$ cat config.mk
export PLATFORM = sky130hd
export DESIGN_NAME = dac_ddr_prep
export DESIGN_NICKNAME = d
export VERILOG_FILES = /design/src/rtl/dac_prep_pkg.sv /design/src/rtl/dac_prep_fifo.sv /design/src/rtl/dac_ddr_prep.sv
export SDC_FILE = /design/constraint.sdc
export NUM_CORES = 1
export LEC_CHECK = 0
export ABC_AREA = 1
export CAP_MARGIN = 20
export CORE_MARGIN = 10
export CORE_UTILIZATION = 50
export DETAILED_ROUTE_END_ITERATION = 10
export PLACE_DENSITY = 0.87
export SLEW_MARGIN = 0
export SYNTH_ARGS = -nofsm -noshare
export SYNTH_HDL_FRONTEND = slang
export SYNTH_SLANG_ARGS = --single-unit
$ cat constraint.sdc
create_clock -name clk -period 3.2 [get_ports clk]
set_clock_uncertainty 0.2 [all_clocks]
set_input_delay 0.64 -clock clk [delete_from_list [all_inputs] [get_ports clk]]
set_output_delay 0.64 -clock clk [all_outputs]
set_load 0.05 [all_outputs]
$ cat src/rtl/dac_prep_pkg.sv
// Shared encodings and code-conversion helpers for the DAC DDR feeder.
package dac_prep_pkg;

    typedef enum logic [1:0] {
        MODE_STREAM = 2'd0,
        MODE_RAMP   = 2'd1,
        MODE_MID    = 2'd2,
        MODE_CONST  = 2'd3
    } mode_e;

    localparam int unsigned MAX_W = 64;

    function automatic logic [MAX_W-1:0] midscale(input int unsigned width);
        return MAX_W'(1) << (width - 1);
    endfunction

    // Two's complement to offset binary is a flip of the sign bit.
    function automatic logic [MAX_W-1:0] to_offset_bin(input logic [MAX_W-1:0] value,
                                                       input int unsigned     width);
        return value ^ midscale(width);
    endfunction

endpackage

$ cat src/rtl/dac_prep_fifo.sv
// Sample-pair FIFO, fall-through read; an entry becomes visible one edge after it is written.
module dac_prep_fifo #(
    parameter int unsigned dw = 32,
    parameter int unsigned aw = 2
) (
    input  logic          clk,
    input  logic          rst_n,
    input  logic          flush,
    input  logic          push,
    input  logic          pop,
    input  logic [dw-1:0] din,
    output logic [dw-1:0] dout,
    output logic          empty,
    output logic          full,
    output logic          full_next
);

    localparam int unsigned DEPTH = 1 << aw;
    localparam logic [aw:0] DEPTH_C = {1'b1, {aw{1'b0}}};
    localparam logic [aw:0] ONE_C   = {{aw{1'b0}}, 1'b1};

    logic [dw-1:0] mem_q [DEPTH];
    logic [aw-1:0] wr_ptr_q, wr_ptr_d;
    logic [aw-1:0] rd_ptr_q, rd_ptr_d;
    logic [aw:0]   count_q, count_d;
    logic          pushed_q, pushed_d;
    logic          do_push, do_pop;

    assign full    = (count_q == DEPTH_C);
    // A lone entry written at the last edge is still in flight to the read side.
    assign empty   = (count_q == '0) | ((count_q == ONE_C) & pushed_q);
    assign do_push = push & ~full & ~flush;
    assign do_pop  = pop & ~empty & ~flush;
    assign dout    = mem_q[rd_ptr_q];

    always_comb begin
        // NOTE: every variable gets a default first so no path leaves it unassigned (no latch).
        wr_ptr_d = wr_ptr_q;
        rd_ptr_d = rd_ptr_q;
        count_d  = count_q;
        pushed_d = do_push;
        if (flush) begin
            wr_ptr_d = '0;
            rd_ptr_d = '0;
            count_d  = '0;
        end else begin
            if (do_push) wr_ptr_d = wr_ptr_q + 1'b1;
            if (do_pop)  rd_ptr_d = rd_ptr_q + 1'b1;
            case ({do_push, do_pop})
                2'b10:   count_d = count_q + 1'b1;
                2'b01:   count_d = count_q - 1'b1;
                default: count_d = count_q;
            endcase
        end
    end

    assign full_next = (count_d == DEPTH_C);

    // NOTE: storage is not reset; the pointers and count alone define what is valid.
    always_ff @(posedge clk) begin
        if (do_push) mem_q[wr_ptr_q] <= din;
    end

    // NOTE: sequential state uses non-blocking assignments so all registers update together.
    always_ff @(posedge clk) begin
        if (!rst_n) begin
            wr_ptr_q <= '0;
            rd_ptr_q <= '0;
            count_q  <= '0;
            pushed_q <= 1'b0;
        end else begin
            wr_ptr_q <= wr_ptr_d;
            rd_ptr_q <= rd_ptr_d;
            count_q  <= count_d;
            pushed_q <= pushed_d;
        end
    end

endmodule

$ cat src/rtl/dac_ddr_prep.sv
// DAC DDR feeder: stream FIFO, test patterns, offset-binary output registers, underflow counter.
module dac_ddr_prep
    import dac_prep_pkg::*;
#(
    parameter int unsigned width   = 16,
    parameter int unsigned fifo_aw = 2,
    parameter int unsigned cnt_w   = 16
) (
    input  logic             clk,
    input  logic             rst_n,
    input  logic             enable,
    input  logic [1:0]       mode,
    input  logic [width-1:0] const_val,
    input  logic             s_valid,
    output logic             s_ready,
    input  logic [width-1:0] s_d0,
    input  logic [width-1:0] s_d1,
    output logic [width-1:0] data0,
    output logic [width-1:0] data1,
    output logic             underflow,
    output logic [cnt_w-1:0] underflow_count,
    input  logic             clear_count
);

    localparam logic [width-1:0] MID = width'(midscale(width));

    mode_e              mode_s;
    logic [2*width-1:0] fifo_dout;
    logic               fifo_empty, fifo_full, fifo_full_next;
    logic               push, pop;

    logic [width-1:0]   data0_q, data0_d;
    logic [width-1:0]   data1_q, data1_d;
    logic [width-1:0]   ramp_q, ramp_d;
    logic               s_ready_q, s_ready_d;
    logic               underflow_q, underflow_d;
    logic [cnt_w-1:0]   cnt_q, cnt_d;

    assign mode_s = mode_e'(mode);
    assign push   = s_valid & s_ready_q & ~fifo_full;
    assign pop    = enable & (mode_s == MODE_STREAM) & ~fifo_empty;

    dac_prep_fifo #(
        .dw (2 * width),
        .aw (fifo_aw)
    ) u_fifo (
        .clk       (clk),
        .rst_n     (rst_n),
        .flush     (~enable),
        .push      (push),
        .pop       (pop),
        .din       ({s_d1, s_d0}),
        .dout      (fifo_dout),
        .empty     (fifo_empty),
        .full      (fifo_full),
        .full_next (fifo_full_next)
    );

    always_comb begin
        data0_d     = MID;
        data1_d     = MID;
        ramp_d      = '0;
        underflow_d = 1'b0;
        if (enable) begin
            case (mode_s)
                MODE_STREAM: begin
                    if (!fifo_empty) begin
                        data0_d = width'(to_offset_bin(MAX_W'(fifo_dout[width-1:0]), width));
                        data1_d = width'(to_offset_bin(MAX_W'(fifo_dout[2*width-1:width]), width));
                    end else begin
                        underflow_d = 1'b1;
                    end
                end
                MODE_RAMP: begin
                    data0_d = ramp_q;
                    data1_d = ramp_q + 1'b1;
                    ramp_d  = ramp_q + width'(2);
                end
                MODE_CONST: begin
                    data0_d = width'(to_offset_bin(MAX_W'(const_val), width));
                    data1_d = data0_d;
                end
                default: ;
            endcase
        end
    end

    always_comb begin
        s_ready_d = enable & ~fifo_full_next;
        cnt_d     = cnt_q;
        if (clear_count)                     cnt_d = '0;
        else if (underflow_d && cnt_q != '1) cnt_d = cnt_q + 1'b1;
    end

    always_ff @(posedge clk) begin
        if (!rst_n) begin
            data0_q     <= MID;
            data1_q     <= MID;
            ramp_q      <= '0;
            s_ready_q   <= 1'b0;
            underflow_q <= 1'b0;
            cnt_q       <= '0;
        end else begin
            data0_q     <= data0_d;
            data1_q     <= data1_d;
            ramp_q      <= ramp_d;
            s_ready_q   <= s_ready_d;
            underflow_q <= underflow_d;
            cnt_q       <= cnt_d;
        end
    end

    assign data0           = data0_q;
    assign data1           = data1_q;
    assign s_ready         = s_ready_q;
    assign underflow       = underflow_q;
    assign underflow_count = cnt_q;

endmodule

==> summary.txt, run 1 <==
CTS
  – Root buf cell: clkbuf_16
  – CTS Buf Count: 21
  – Clock transition at the registers of the reported paths: about 0.060 ns
  – Post-CTS resize count: 0
  – Clk buf depth: 3
  – CTS Hold Bufs: 0
  – H-tree Lvls: 1
  – Worst-Skew Late Latency: 0.49 ns
  – Clk sinks: 203
  – CTS tree: yes
  – Post-CTS Setup Inserts: 0

Synthesis
  – Main combinational cell family by area after synthesis: simple AND/OR/NAND/NOR gates
  – Synth Area in XOR/XNOR: less than 1%
  – Seq/Total Area, Yosys: roughly 66%
  – Synth Register Bits: 203
  – Yosys cell types: 29
  – Cell area after synthesis: 8130 um2
  – Simple-Gate Fraction of Synth Area: ~16%
  – Mapped Nets: just under 900
  – Cells after synthesis: 805
  – Synthesized area per cell: 10.1 um2
  – Post-synthesis adder-cell area fraction: 1.85%
  – Synth Area in Compound Gates: between 10% and 20%
  – Post-synthesis mux area share: 0%
  – Synthesis Warnings: 0

Die
  – CORE AREA: 15900 um2
  – Die X: between 100 and 150 um
  – Initial Util: between 50% and 60%
  – Die area: between 20000 and 25000 um2
  – Die height: 148 um
  – # rows: 46
  – Top-level I/O count: 105

Layout
  – Share of layout cells above drive strength 1: 6.55%
  – Final net count: 983
  – Antenna Diode Count: 0
  – Area growth, synth to finish: 24.9%
  – Fin area: 10200 um2
  – Final core utilization: 63.7%

Place
  – GP Congestion: 0.919
  – Placed instance area: 9470 um2
  – Port Buffer Count: 104
  – Dpl hpwl: approximately 14 mm

Detailed routing
  – Post-DRT Antenna Nets: 0
  – DR vias: 6321
  – Drt pass-1 iters: 6
  – Total Wirelength: 20.9 mm
  – Average wire per standard cell: 18.3 um
  – 1st-iter DRT viols: 661
  – DRC: 0
  – Vias per Instance: 5.51

Worst setup path
  – WP data required: about 2.4 ns
  – Max Fanout on Critical Path: 8
  – CP max stage cell: clkdlybuf4s50_1
  – Crit end category: output port
  – Crit-path cells: clkdlybuf4s50_1
  – Worst Setup Start Kind: register
  – Worst EP arrival: 1.83 ns
  – Kind of critical path: register to output port
  – Buf+Inv Stages, Crit Path: 1
  – Crit path largest cell delay: between 0.8 and 0.9 ns
  – CP delay by family, top: buffers and inverters

STA
  – Final setup vio count: 0
  – Tcrit/Tclk final: between 80% and 90%
  – Slew headroom: about two fifths
  – Slew Viols, Final: 0
  – Fin. Hold Viols: 0
  – Achievable frequency: 0.374 GHz
  – Tightest Pin Transition: ~0.92 ns
  – Setup TNS: 0 ns
  – Period minus WS final: 2.67 ns
  – RSZ-0062 raised after global routing: false

GRT
  – Vias in the first global route: slightly above 6000
  – GRT Util Overall: 18.4%
  – First-pass GRT wire length: about 32 mm
  – Pin count of the biggest net entering global routing: 65
  – Gr ovfl total: 0
  – Antenna violations before repair: 1

Pwr
  – Leak Pwr: 3.44 nW
  – Pwr dens: 537 nW/um2
  – Peak supply drop: approximately 370 uV
  – Power after layout: about 0.0055 W

Worst hold path
  – Hold Path Class: register to register

Job
  – Maxcap violations: 0

Outcome
  – Status: finished, final reports clean
==> layout by cell type (no fill, tap or decap), types with 9 or more instances in the layout <==
cell type          n
a21oi_1           55
buf_4             10
clkbuf_16         21
clkdlybuf4s50_1  104
dfxtp_1           74
edfxtp_1         128
ha_1              12
inv_1             53
nand2_1          113
nand3_1           19
nand4_1           11
nor2_1           151
nor2_2             9
o21ai_0           85
o21ai_1            9
o22ai_1           31
==> cell families (layout without fill, tap and decap cells) <==
kind of cell | Yosys count | after routing
flops | 203 | 203
compound gates | 183 | 183
xor+xnor | 5 | 5
fa+ha+maj | 12 | 12
simple gates | 314 | 314
buf+inv | 88 | 214
==> flip-flops by register name, indices dropped and copies added (netlist names), named ones only <==
signal and cells:
data0 16, data1 16, ramp_q 15, u_fifo.count_q 3, u_fifo.mem_q 128, u_fifo.wr_ptr_q 2
s_ready 1, underflow_count 16, underflow 1, u_fifo.pushed_q 1, u_fifo.rd_ptr_q 2
==> Yosys cell counts <==
cell | count | area [um2]
nor2_1 | 156 | 586
edfxtp_1 | 128 | 3840
nand2_1 | 113 | 424
o21ai_0 | 85 | 425
dfxtp_1 | 75 | 1500
a21oi_1 | 55 | 275
inv_1 | 53 | 199
o22ai_1 | 31 | 194
nand3_1 | 19 | 95.1
buf_2 | 14 | 70.1
clkbuf_1 | 12 | 45.0
ha_1 | 12 | 150
nand4_1 | 11 | 68.8
o21ai_1 | 9 | 45.0
nor3_1 | 6 | 30.0
nor2_2 | 4 | 25.0
clkinv_1 | 3 | 11.3
xor2_1 | 3 | 26.3
buf_4 | 2 | 15.0
inv_2 | 2 | 7.51
nand2_2 | 2 | 12.5
nor2_4 | 2 | 22.5
xnor2_1 | 2 | 17.5
a21boi_0 | 1 | 7.51
a31oi_1 | 1 | 6.26
buf_1 | 1 | 3.75
buf_6 | 1 | 11.3
nand3b_1 | 1 | 7.51
o211ai_1 | 1 | 7.51
==> metrics by stage <==
step	hold slack (ns)	cells	worst slack, ns
finish	0.260	1147	0.527
detailed placement	0.253	1109	0.375
global route	0.295	1147	0.453
CTS	0.261	1147	0.508
global placement	0.248	1109	0.424
floorplan	0.230	805	0.172
==> area by class of cell <==
type / count / area [um2]
Fill cell: 1167 / 5780
Inverter: 58 / 218
Timing Repair Buffer: 118 / 1200
Clock inverter: 15 / 156
Tap cell: 216 / 270
Sequential cell: 203 / 5350
Clock buffer: 23 / 533
Multi-Input combinational cell: 514 / 2440
==> path summary, 6_finish.rpt <==
check	start	end	slack, ns	cells past startpoint
min	ramp_q[15]$_SDFF_PN0_	ramp_q[15]$_SDFF_PN0_	0.26	2
min reg2reg	ramp_q[15]$_SDFF_PN0_	ramp_q[15]$_SDFF_PN0_	0.26	2
max	underflow_count[11]$_SDFFE_PP0P_	underflow_count[11]	0.53	1
max reg2reg	u_fifo.count_q[0]$_SDFF_PN0_	s_ready$_SDFF_PN0_	0.81	13
==> report_power, final <==
part / total [W] / internal [W] / switching, W / leakage, nW
Combinational: 0.000237 / 0.0000990 / 0.000138 / 1.35
Clock: 0.00241 / 0.00145 / 0.000966 / 0.328
Sequential: 0.00281 / 0.00280 / 0.00000696 / 1.76
Total: 0.00546 / 0.00435 / 0.00111 / 3.44
==> routing by layer <==
metal | GRT usage (%) | wire, um
met5 | 0 | 15
met4 | 6.39 | 542
met3 | 4.61 | 2040
met2 | 30.9 | 10300
met1 | 22.6 | 8090
Note: power is estimated with default switching activity, not from simulation.
==> run 2: changes to the inputs <==
--- a/config.mk
+++ b/config.mk
@@ -10,7 +10,7 @@
 export CORE_MARGIN = 10
 export CORE_UTILIZATION = 50
 export DETAILED_ROUTE_END_ITERATION = 10
-export PLACE_DENSITY = 0.87
+export PLACE_DENSITY = 0.84
 export SLEW_MARGIN = 0
 export SYNTH_ARGS = -nofsm -noshare
 export SYNTH_HDL_FRONTEND = slang
==> constraint.sdc (replaced) <==
create_clock -name clk -period 2.7 [get_ports clk]
set_clock_uncertainty 0.2 [all_clocks]
set_input_delay 0.54 -clock clk [delete_from_list [all_inputs] [get_ports clk]]
set_output_delay 0.54 -clock clk [all_outputs]
set_load 0.05 [all_outputs]
==> summary.txt, run 2 (same netlist as run 1, synthesis figures left out) <==
Pwr
  – Sw frac: 21.2%
  – Clock power frac: 45.4%
  – Pwr dens: approximately 640 nW/um2
  – Peak supply drop: 748 uV
  – Power after layout: approximately 0.0066 W
  – Leak Pwr: approximately 3.5 nW
  – NetSw: 0.00140 W
  – Comb pwr share: under 10%
  – Seq pwr share: 50.3%
  – Cell internal pwr: about 0.0052 W

Die
  – # rows: 46
  – Die area: 21800 um2
  – Initial Util: 51.0%
  – Die X: between 100 and 150 um
  – CORE AREA: ~16000 um2
  – Top-level I/O count: about 110
  – Die height: 148 um

Layout
  – Area growth, synth to finish: 26.4%
  – Final net count: 991
  – Share of layout cells above drive strength 1: 7.99%
  – Antenna Diode Count: 0
  – Number of fill cells: 1193
  – Max reg flops: 128
  – Most frequent cells in the layout: nor2_1 (151), edfxtp_1 (128), nand2_1 (113), clkdlybuf4s50_1 (104), o21ai_0 (85)
  – Most common cell after layout, fill and taps aside: nor2_1
  – Most flops, register: u_fifo.mem_q
  – Final core utilization: 64.5%

Detailed routing
  – DRC: 0
  – DR vias: 6256
  – Post-DRT Antenna Nets: 0
  – Average wire per standard cell: roughly 17 um
  – Vias per Instance: roughly 5.4
  – 1st-iter DRT viols: 546
  – Total Wirelength: ~20 mm
  – Drt pass-1 iters: 6

Worst setup path
  – Kind of critical path: register to output port
  – Crit end category: output port
  – CP delay by family, top: buffers and inverters
  – Worst EP arrival: 1.84 ns
  – WP data required: 1.96 ns
  – CP max stage cell: clkdlybuf4s50_1
  – Max Fanout on Critical Path: 8
  – Buf+Inv Stages, Crit Path: 1
  – Crit path largest cell delay: 0.86 ns
  – Crit-path cells: clkdlybuf4s50_1
  – Worst Setup Start Kind: register

Place
  – GP Congestion: 0.934
  – Dpl hpwl: 13.3 mm
  – Port Buffer Count: 104

STA
  – Final setup vio count: 0
  – Fin. Hold Viols: 0
  – Achievable frequency: between 0.3 and 0.4 GHz
  – Slew Viols, Final: 0
  – Tightest Pin Transition: 0.675 ns
  – Period minus WS final: 2.58 ns
  – Slew headroom: 55.0%
  – RSZ-0062 raised after global routing: false
  – Tcrit/Tclk final: 95.7%

Outcome
  – Status: finished, final reports clean

CTS
  – Post-CTS Setup Inserts: 0
  – Post-CTS resize count: 0
  – H-tree Lvls: 1
  – CTS Hold Bufs: 0
  – Clock transition at the registers of the reported paths: 0.06 ns
  – Root buf cell: clkbuf_16
  – Worst-Skew Late Latency: approximately 0.5 ns
  – Clk sinks: between 200 and 250
  – Clk buf depth: 3
  – CTS Buf Count: 21
  – CTS tree: yes

GRT
  – Pin count of the biggest net entering global routing: 65
  – First-pass GRT wire length: about 31 mm
  – GRT Util Overall: 17.7%
  – Gr ovfl total: 0
  – Antenna violations before repair: 0
  – Vias in the first global route: around 5900

Worst hold path
  – Hold Path Class: register to register

Job
  – Maxcap violations: 0
[run 2: power by group through the flow]
stage / Sequential, W / Combinational (W) / Clock (W)
6_report: 0.00332 / 0.000286 / 0.00300
5_1_grt: 0.00332 / 0.000307 / 0.00317
4_1_cts: 0.00332 / 0.000286 / 0.00304
3_5_place_dp: 0.00339 / 0.000284 / 0
3_3_place_gp: 0.00339 / 0.000280 / 0
2_1_floorplan: 0.00343 / 0.0000751 / 0
[run 2: worst paths after layout]
path	from	endpoint	slack, ns	depth (start not counted)
hold reg to reg	ramp_q[15]$_SDFF_PN0_	ramp_q[15]$_SDFF_PN0_	0.26	2
setup reg to reg	u_fifo.count_q[0]$_SDFF_PN0_	s_ready$_SDFF_PN0_	0.44	13
setup / recovery	underflow_count[11]$_SDFFE_PP0P_	underflow_count[11]	0.12	1
hold / removal	ramp_q[15]$_SDFF_PN0_	ramp_q[15]$_SDFF_PN0_	0.26	2
[run 2: cell type report]
type,count,area (um2),area share (%)
clock buffers,22,539,5.24
clock inverters,16,189,1.84
inverters,58,218,2.12
multi-input cells,514,2440,23.7
flip-flops and latches,203,5350,52.0
well taps,216,270,2.63
repair buffers,126,1280,12.5
[run 2: per-layer routing]
metal  up-vias  global-route usage, %  routed length, um
met4         0                   5.05                444
li1       3011                      -                  -
met1      2920                   21.3               7970
met2       291                   30.9               9940
met5         -                      0                  0
met3        34                   4.18               1820
[run 2: stage by stage]
| step | setup slack, ns | area, um2 | hold WS (ns) | setup TNS [ns] | std cells |
|---|---|---|---|---|---|
| 4_1_cts | 0.121 | 10300 | 0.260 | 0 | 1155 |
| 3_3_place_gp | 0.141 | 9550 | 0.242 | 0 | 1117 |
| 2_1_floorplan | -0.328 | 8130 | 0.230 | -42.00 | 805 |
| 5_1_grt | 0.0625 | 10300 | 0.298 | 0 | 1155 |
| 3_5_place_dp | 0.0914 | 9550 | 0.250 | 0 | 1117 |
| 6_report | 0.117 | 10300 | 0.261 | 0 | 1155 |
